<file path="src/rtl/mc_fifo_pkg.sv">
// Shared types and helpers for the multi-channel FIFO array.
package mc_fifo_pkg;

    localparam int MC_FIFO_LAT = 1;

    typedef struct packed {
        logic full;
        logic empty;
        logic afull;
    } mc_fifo_flags_t;

    function automatic int ch_w(input int n);
        return (n > 1) ? $clog2(n) : 1;
    endfunction

endpackage

</file>
<file path="src/rtl/mc_fifo_ch.sv">
// One circular FIFO channel: storage, pointers, occupancy and flags.
// Requests arrive already decoded; acceptance is gated here on pre-edge flags.
module mc_fifo_ch
    import mc_fifo_pkg::*;
#(
    parameter int DEPTH_LG2  = 4,
    parameter int DATA_WIDTH = 32,
    parameter bit RST_MEM    = 1'b0,
    parameter int AFULL_THR  = 12
) (
    input  logic                  clk,
    input  logic                  rst,
    input  logic                  wr_en,
    input  logic                  rd_en,
    input  logic [DATA_WIDTH-1:0] wdata,
    output logic [DATA_WIDTH-1:0] head,
    output logic [DEPTH_LG2:0]    count,
    output mc_fifo_flags_t        flags
);
    localparam int DEPTH = 1 << DEPTH_LG2;
    localparam logic [DEPTH_LG2:0] FULL_CNT = {1'b1, {DEPTH_LG2{1'b0}}};
    localparam logic [DEPTH_LG2:0] THR      = AFULL_THR[DEPTH_LG2:0];

    logic [DEPTH-1:0][DATA_WIDTH-1:0] mem;
    logic [DEPTH_LG2-1:0] wptr, rptr;
    logic wr_acc, rd_acc;

    always_comb begin
        flags.full  = (count == FULL_CNT);
        flags.empty = (count == '0);
        flags.afull = (count >= THR);
    end

    assign wr_acc = wr_en & ~flags.full;
    assign rd_acc = rd_en & ~flags.empty;
    assign head   = mem[rptr];

    always_ff @(posedge clk or posedge rst) begin
        if (rst) begin
            wptr  <= '0;
            rptr  <= '0;
            count <= '0;
        end else begin
            if (wr_acc) wptr <= wptr + 1'b1;
            if (rd_acc) rptr <= rptr + 1'b1;
            case ({wr_acc, rd_acc})
                2'b10:   count <= count + 1'b1;
                2'b01:   count <= count - 1'b1;
                default: ;
            endcase
        end
    end

    if (RST_MEM) begin : g_mem_rst
        always_ff @(posedge clk or posedge rst) begin
            if (rst)         mem <= '0;
            else if (wr_acc) mem[wptr] <= wdata;
        end
    end else begin : g_mem
        always_ff @(posedge clk) begin
            if (wr_acc) mem[wptr] <= wdata;
        end
    end

endmodule

</file>
<file path="src/rtl/mc_fifo_array.sv">
// N_CH independent FIFOs behind one shared write port and one registered read port.
// Optional MC_FIFO_ERR_EN adds sticky per-channel overflow/underflow flags.
module mc_fifo_array
    import mc_fifo_pkg::*;
#(
    parameter int N_CH       = 4,
    parameter int DEPTH_LG2  = 4,
    parameter int DATA_WIDTH = 32,
    parameter bit RST_MEM    = 1'b0,
    parameter int AFULL_THR  = 12,
    localparam int CH_W      = ch_w(N_CH),
    localparam int CNT_W     = DEPTH_LG2 + 1
) (
    input  logic                    clk,
    input  logic                    rst,
`ifdef MC_FIFO_ERR_EN
    input  logic                    err_clr_i,
    output logic [N_CH-1:0]         ovf_vec_o,
    output logic [N_CH-1:0]         udf_vec_o,
`endif
    input  logic [CH_W-1:0]         wr_ch_i,
    input  logic                    wren_i,
    input  logic [DATA_WIDTH-1:0]   wdata_i,
    output logic                    full_o,
    input  logic [CH_W-1:0]         rd_ch_i,
    input  logic                    rden_i,
    output logic                    empty_o,
    output logic                    rvalid_o,
    output logic [DATA_WIDTH-1:0]   rdata_o,
    output logic [CH_W-1:0]         rch_o,
    output logic [N_CH-1:0]         full_vec_o,
    output logic [N_CH-1:0]         empty_vec_o,
    output logic [N_CH-1:0]         afull_vec_o,
    output logic [N_CH*CNT_W-1:0]   cnt_o
);
    localparam logic [CH_W:0] N_CH_L = N_CH[CH_W:0];

    logic [N_CH-1:0] wr_en, rd_en;
    logic [N_CH-1:0][DATA_WIDTH-1:0] head;
    logic [MC_FIFO_LAT:1] vld_pipe;
    logic wr_ch_ok, rd_ch_ok, rd_acc;

    for (genvar c = 0; c < N_CH; c++) begin : g_ch
        mc_fifo_flags_t flg;

        assign wr_en[c] = wren_i & (wr_ch_i == CH_W'(c));
        assign rd_en[c] = rden_i & (rd_ch_i == CH_W'(c));

        mc_fifo_ch #(
            .DEPTH_LG2 (DEPTH_LG2),
            .DATA_WIDTH(DATA_WIDTH),
            .RST_MEM   (RST_MEM),
            .AFULL_THR (AFULL_THR)
        ) u_ch (
            .clk  (clk),
            .rst  (rst),
            .wr_en(wr_en[c]),
            .rd_en(rd_en[c]),
            .wdata(wdata_i),
            .head (head[c]),
            .count(cnt_o[c*CNT_W +: CNT_W]),
            .flags(flg)
        );

        assign full_vec_o[c]  = flg.full;
        assign empty_vec_o[c] = flg.empty;
        assign afull_vec_o[c] = flg.afull;
    end

    // Out-of-range channel indices look full/empty so every request to them is ignored.
    assign wr_ch_ok = ({1'b0, wr_ch_i} < N_CH_L);
    assign rd_ch_ok = ({1'b0, rd_ch_i} < N_CH_L);
    assign full_o   = wr_ch_ok ? full_vec_o[wr_ch_i]  : 1'b1;
    assign empty_o  = rd_ch_ok ? empty_vec_o[rd_ch_i] : 1'b1;
    assign rd_acc   = rden_i & ~empty_o;
    assign rvalid_o = vld_pipe[MC_FIFO_LAT];

    always_ff @(posedge clk or posedge rst) begin
        if (rst) begin
            vld_pipe <= '0;
            rdata_o  <= '0;
            rch_o    <= '0;
        end else begin
            vld_pipe <= MC_FIFO_LAT'({vld_pipe, rd_acc});
            if (rd_acc) begin
                rdata_o <= head[rd_ch_i];
                rch_o   <= rd_ch_i;
            end
        end
    end

`ifdef MC_FIFO_ERR_EN
    logic [N_CH-1:0] ovf_set, udf_set;

    assign ovf_set = wr_en & full_vec_o;
    assign udf_set = rd_en & empty_vec_o;

    // Setting beats clearing when both land in the same cycle.
    always_ff @(posedge clk or posedge rst) begin
        if (rst) begin
            ovf_vec_o <= '0;
            udf_vec_o <= '0;
        end else begin
            ovf_vec_o <= (ovf_vec_o & ~{N_CH{err_clr_i}}) | ovf_set;
            udf_vec_o <= (udf_vec_o & ~{N_CH{err_clr_i}}) | udf_set;
        end
    end
`endif

endmodule

</file>
<file path="config.mk">
export PLATFORM = sky130hd
export DESIGN_NAME = mc_fifo_array
export DESIGN_NICKNAME = d
export VERILOG_FILES = /design/src/rtl/mc_fifo_pkg.sv /design/src/rtl/mc_fifo_ch.sv /design/src/rtl/mc_fifo_array.sv
export SDC_FILE = /design/constraint.sdc
export NUM_CORES = 2
export LEC_CHECK = 0
export CAP_MARGIN = 20
export CORE_UTILIZATION = 43
export CTS_BUF_LIST = sky130_fd_sc_hd__clkbuf_16
export DETAILED_ROUTE_END_ITERATION = 8
export PLACE_DENSITY = 0.66
export RECOVER_POWER = 50
export SKIP_LAST_GASP = 1
export SYNTH_ARGS = -nofsm -noshare
export SYNTH_HDL_FRONTEND = slang
export SYNTH_SLANG_ARGS = --single-unit
</file>
<file path="constraint.sdc">
create_clock -name clk -period 5.8 [get_ports clk]
set_input_delay 0.58 -clock clk [delete_from_list [all_inputs] [get_ports clk]]
set_output_delay 0.58 -clock clk [all_outputs]
set_load 0.005 [all_outputs]
</file>
==> qor.yml <==
run_status: "complete, but fails checks"
violated_checks: "capacitance limit, slew limit"
hpwlAfterDp_microns: 122000
cts.repair.resized: 0
final_cell_mix: "2048 x sky130_fd_sc_hd__edfxtp_1, 498 x sky130_fd_sc_hd__mux2i_1, 286 x sky130_fd_sc_hd__a22oi_1"
setup_viol: 0
hold_end: "g_ch[0].u_ch.rptr[3]"
layout.cells.most_common: "sky130_fd_sc_hd__edfxtp_1"
post_synth_instance_area_sq_um: 82800
max-slew-margin-rel_pct: -169
timing.critical_path.from: "rd_ch_i[0]"
post_cts_setup_driven_buffer_insertion_count: 0
syn_nets: 4339
net_count_of_the_finished_layout: 4549
worst_ep_arrival_time_ns: 5.30
number_of_clock_buffers_inserted_by_tritoncts: 202
cpPeakStageDelay_ns: 1.29
timing.critical_path.slowest_stage_cell: "sky130_fd_sc_hd__clkbuf_1"
critical_path_peak_fanout: 27
drtPass1Iterations: 5
cts.reportedPaths.clkPinSlew_ns: 0.06
detail_route.iter0.violations: 5509
synth_area_per_cell_sq_um: 19.4
cp-start-kind: "input port"
dr_total_vias: 42000
initial_core_util_pct: 43.4
worstHoldStart: "g_ch[0].u_ch.rptr[3]"
placedCellCount: 6776
worstHoldPathCells: 1
hold_path_class: "flop to flop"
core_region_area_sq_um: 191000
detail_route.vias_per_cell: 5.86
synth-edff-count: 2048
rsz0062_at_grt: "no"
critPathRequiredTime_ns: 6.57
drt_wl_total_microns: 208000
hold_violations: 0
synth.ff_latch_count: 2135
finalWorstPathRequiredPeriod_ns: 4.53
numPortBuffers: 108
synthDistinctLibCells: 50
synth_top_flop_cell: "sky130_fd_sc_hd__edfxtp_1"
finish.cell_count_without_fillers: 7161
die_h_microns: 441
avgRoutedWirePerCell_microns: 29.0
die_area_sq_um: 194000
maximum_number_of_pins_on_one_net_before_global_route_repair: 77
whs_ns: 0.491
totalNegativeSetupSlack_ns: 0
grt_first_pass_wirelength_microns: 295000
layout-drive-gt1-share_pct: 17.1
filler_cell_count: 15300
timing_worst_setup_path_type: "input port to flop"
groute.usage.overall_pct: 21.3
yosysWarningCount: 0
worstSkewPairLatency_ns: 0.85
drc: 0
ys_async_sr_fraction_pct: 4.07
worstRegToRegCells: 12
power.density_cell_area_nw_per_um2: 452
seq_area_frac_synth_pct: 76.9
totalPowerFinal_uw: 42400
cell_breakdown_of_the_critical_path: "dlygate4sd3_1 > nand2b_1 > clkbuf_1 > nor3b_1 > clkbuf_1 > ha_1 > xor2_1 > ha_1 > a21boi_0 > o221ai_1 > a21o_1 > a21oi_1 > xor2_1"
root_buffer: "sky130_fd_sc_hd__clkbuf_16"
synthCells: 4262
grt_antenna_before_repair: 15
place_worst_setup_slack_ns: 1.19
postCtsHoldBufs: 0
timing.clock.skew_ns: 0.0234
synthToLayoutAreaGrowth_pct: 13.2
grt_pass1_vias: 40700
cts.path.max_buffers: 3
critPathCaptureType: "flop"
timing.final.crit_share_pct: 78.1
r2r-start: "g_ch[3].u_ch.count[2]"
timing.final.max_slew_violations: 2154
clkSinkCount: 2135
global_route.overflow_total: 0
io-pin-count: 109
cts_htree_levels: 4
vdd_ir_drop_max_v: 0.000342
worst_pin_slew_ns: 4.04
final_worst_slack_ns: 1.27
timing.reg2reg.setup_slack_ns: 2.06
fmax_mhz: 221
cts_tree: "yes"
gpl.final_weighted_congestion: 0.851
regToRegEndpoint: "g_ch[3].u_ch.count[4]"
maxcap_violations: 34
die_w_microns: 441
power_leakage_uw: 0.0308
postRouteAntennaNets: 0
placementRows: 160
logic make-up (layout without fill, tap and decap cells):
group                      Yosys count  count (layout)  share of synthesized area, %
DFF                               2135            2135                          76.9
muxes                              775             775                          13.4
AOI/OAI and AO/OA                  522             522                          4.38
and+or+nand+nor                    475             475                          2.87
buffers and inverters              272             658                          1.44
xor gates and xnor gates            46              46                         0.487
adders and majority gates           37              37                         0.568
other                                0               2                             0
synthesized netlist by cell type (36+ instances only):
| cell type | number | area [sq um] |
|---|---|---|
| sky130_fd_sc_hd__nand2_1 | 129 | 484 |
| sky130_fd_sc_hd__a22oi_1 | 286 | 2150 |
| sky130_fd_sc_hd__clkbuf_1 | 128 | 480 |
| sky130_fd_sc_hd__a21o_1 | 40 | 300 |
| sky130_fd_sc_hd__edfxtp_1 | 2048 | 61500 |
| sky130_fd_sc_hd__nand4_1 | 37 | 231 |
| sky130_fd_sc_hd__buf_2 | 83 | 415 |
| sky130_fd_sc_hd__mux2i_1 | 498 | 4980 |
| sky130_fd_sc_hd__a21oi_1 | 135 | 676 |
| sky130_fd_sc_hd__mux4_2 | 263 | 5920 |
| sky130_fd_sc_hd__nor2_1 | 49 | 184 |
| sky130_fd_sc_hd__ha_1 | 36 | 450 |
| sky130_fd_sc_hd__dfrtp_1 | 87 | 2180 |
| sky130_fd_sc_hd__nand3_1 | 159 | 796 |
critical path, delay by kind of cell:
family / cells / cell delay [ns]
simple gates: 2 / 0.30
compound gates: 4 / 0.73
buf+inv: 3 / 2.66
xor+xnor: 2 / 0.33
fa+ha+maj: 2 / 0.68
power by group:
group | switching [uW] | internal (uW) | total [uW]
Clock | 5710 | 7190 | 12900
Combinational | 6200 | 4510 | 10700
Sequential | 1140 | 17600 | 18700
Total | 13100 | 29300 | 42400
area by class of cell:
type                            count  area [sq um]  share of cell area, %
Sequential cell                  2135         63700                   67.9
Tap cell                         2511          3140                   3.35
Timing Repair Buffer              253          2030                   2.16
Multi-Input combinational cell   1855         18300                   19.5
Antenna cell                        2          5.00                0.00534
Inverter                           25          95.1                  0.101
Clock buffer                      205          5130                   5.47
Clock inverter                    175          1350                   1.44
how the worst max path moves through the flow:
stage               cells after the start               endpoint
finish                                 13  g_ch[2].u_ch.count[4]
detailed placement                     11  g_ch[3].u_ch.count[4]
global placement                       11  g_ch[3].u_ch.count[4]
floorplan                               6  g_ch[0].u_ch.mem[100]
global route                           13  g_ch[2].u_ch.count[4]
CTS                                     5                empty_o
routing by layer:
metal | up-vias | global-route usage, % | part of all wire [%]
met1 | 22000 | 30.5 | 41
met5 | - | 0 | 0
met4 | 0 | 6.88 | 3.2
met2 | 1863 | 33.0 | 47
li1 | 17800 | - | -
met3 | 293 | 3.81 | 8.6
state kept, by name (all words and copies together) (netlist names):
name             cells
g_ch.u_ch.rptr      16
rch_o                2
rdata_o             32
g_ch.u_ch.mem     2048
g_ch.u_ch.wptr      16
rvalid_o             1
g_ch.u_ch.count     20
through the flow:
stage,area [sq um],util [%]
3_5_place_dp,87400,45.8
4_1_cts,93900,49.2
2_1_floorplan,82800,-
5_1_grt,93800,49.2
3_3_place_gp,87400,45.8
6_report,93800,49.2
No activity file was read; power rests on OpenSTA's default activity.
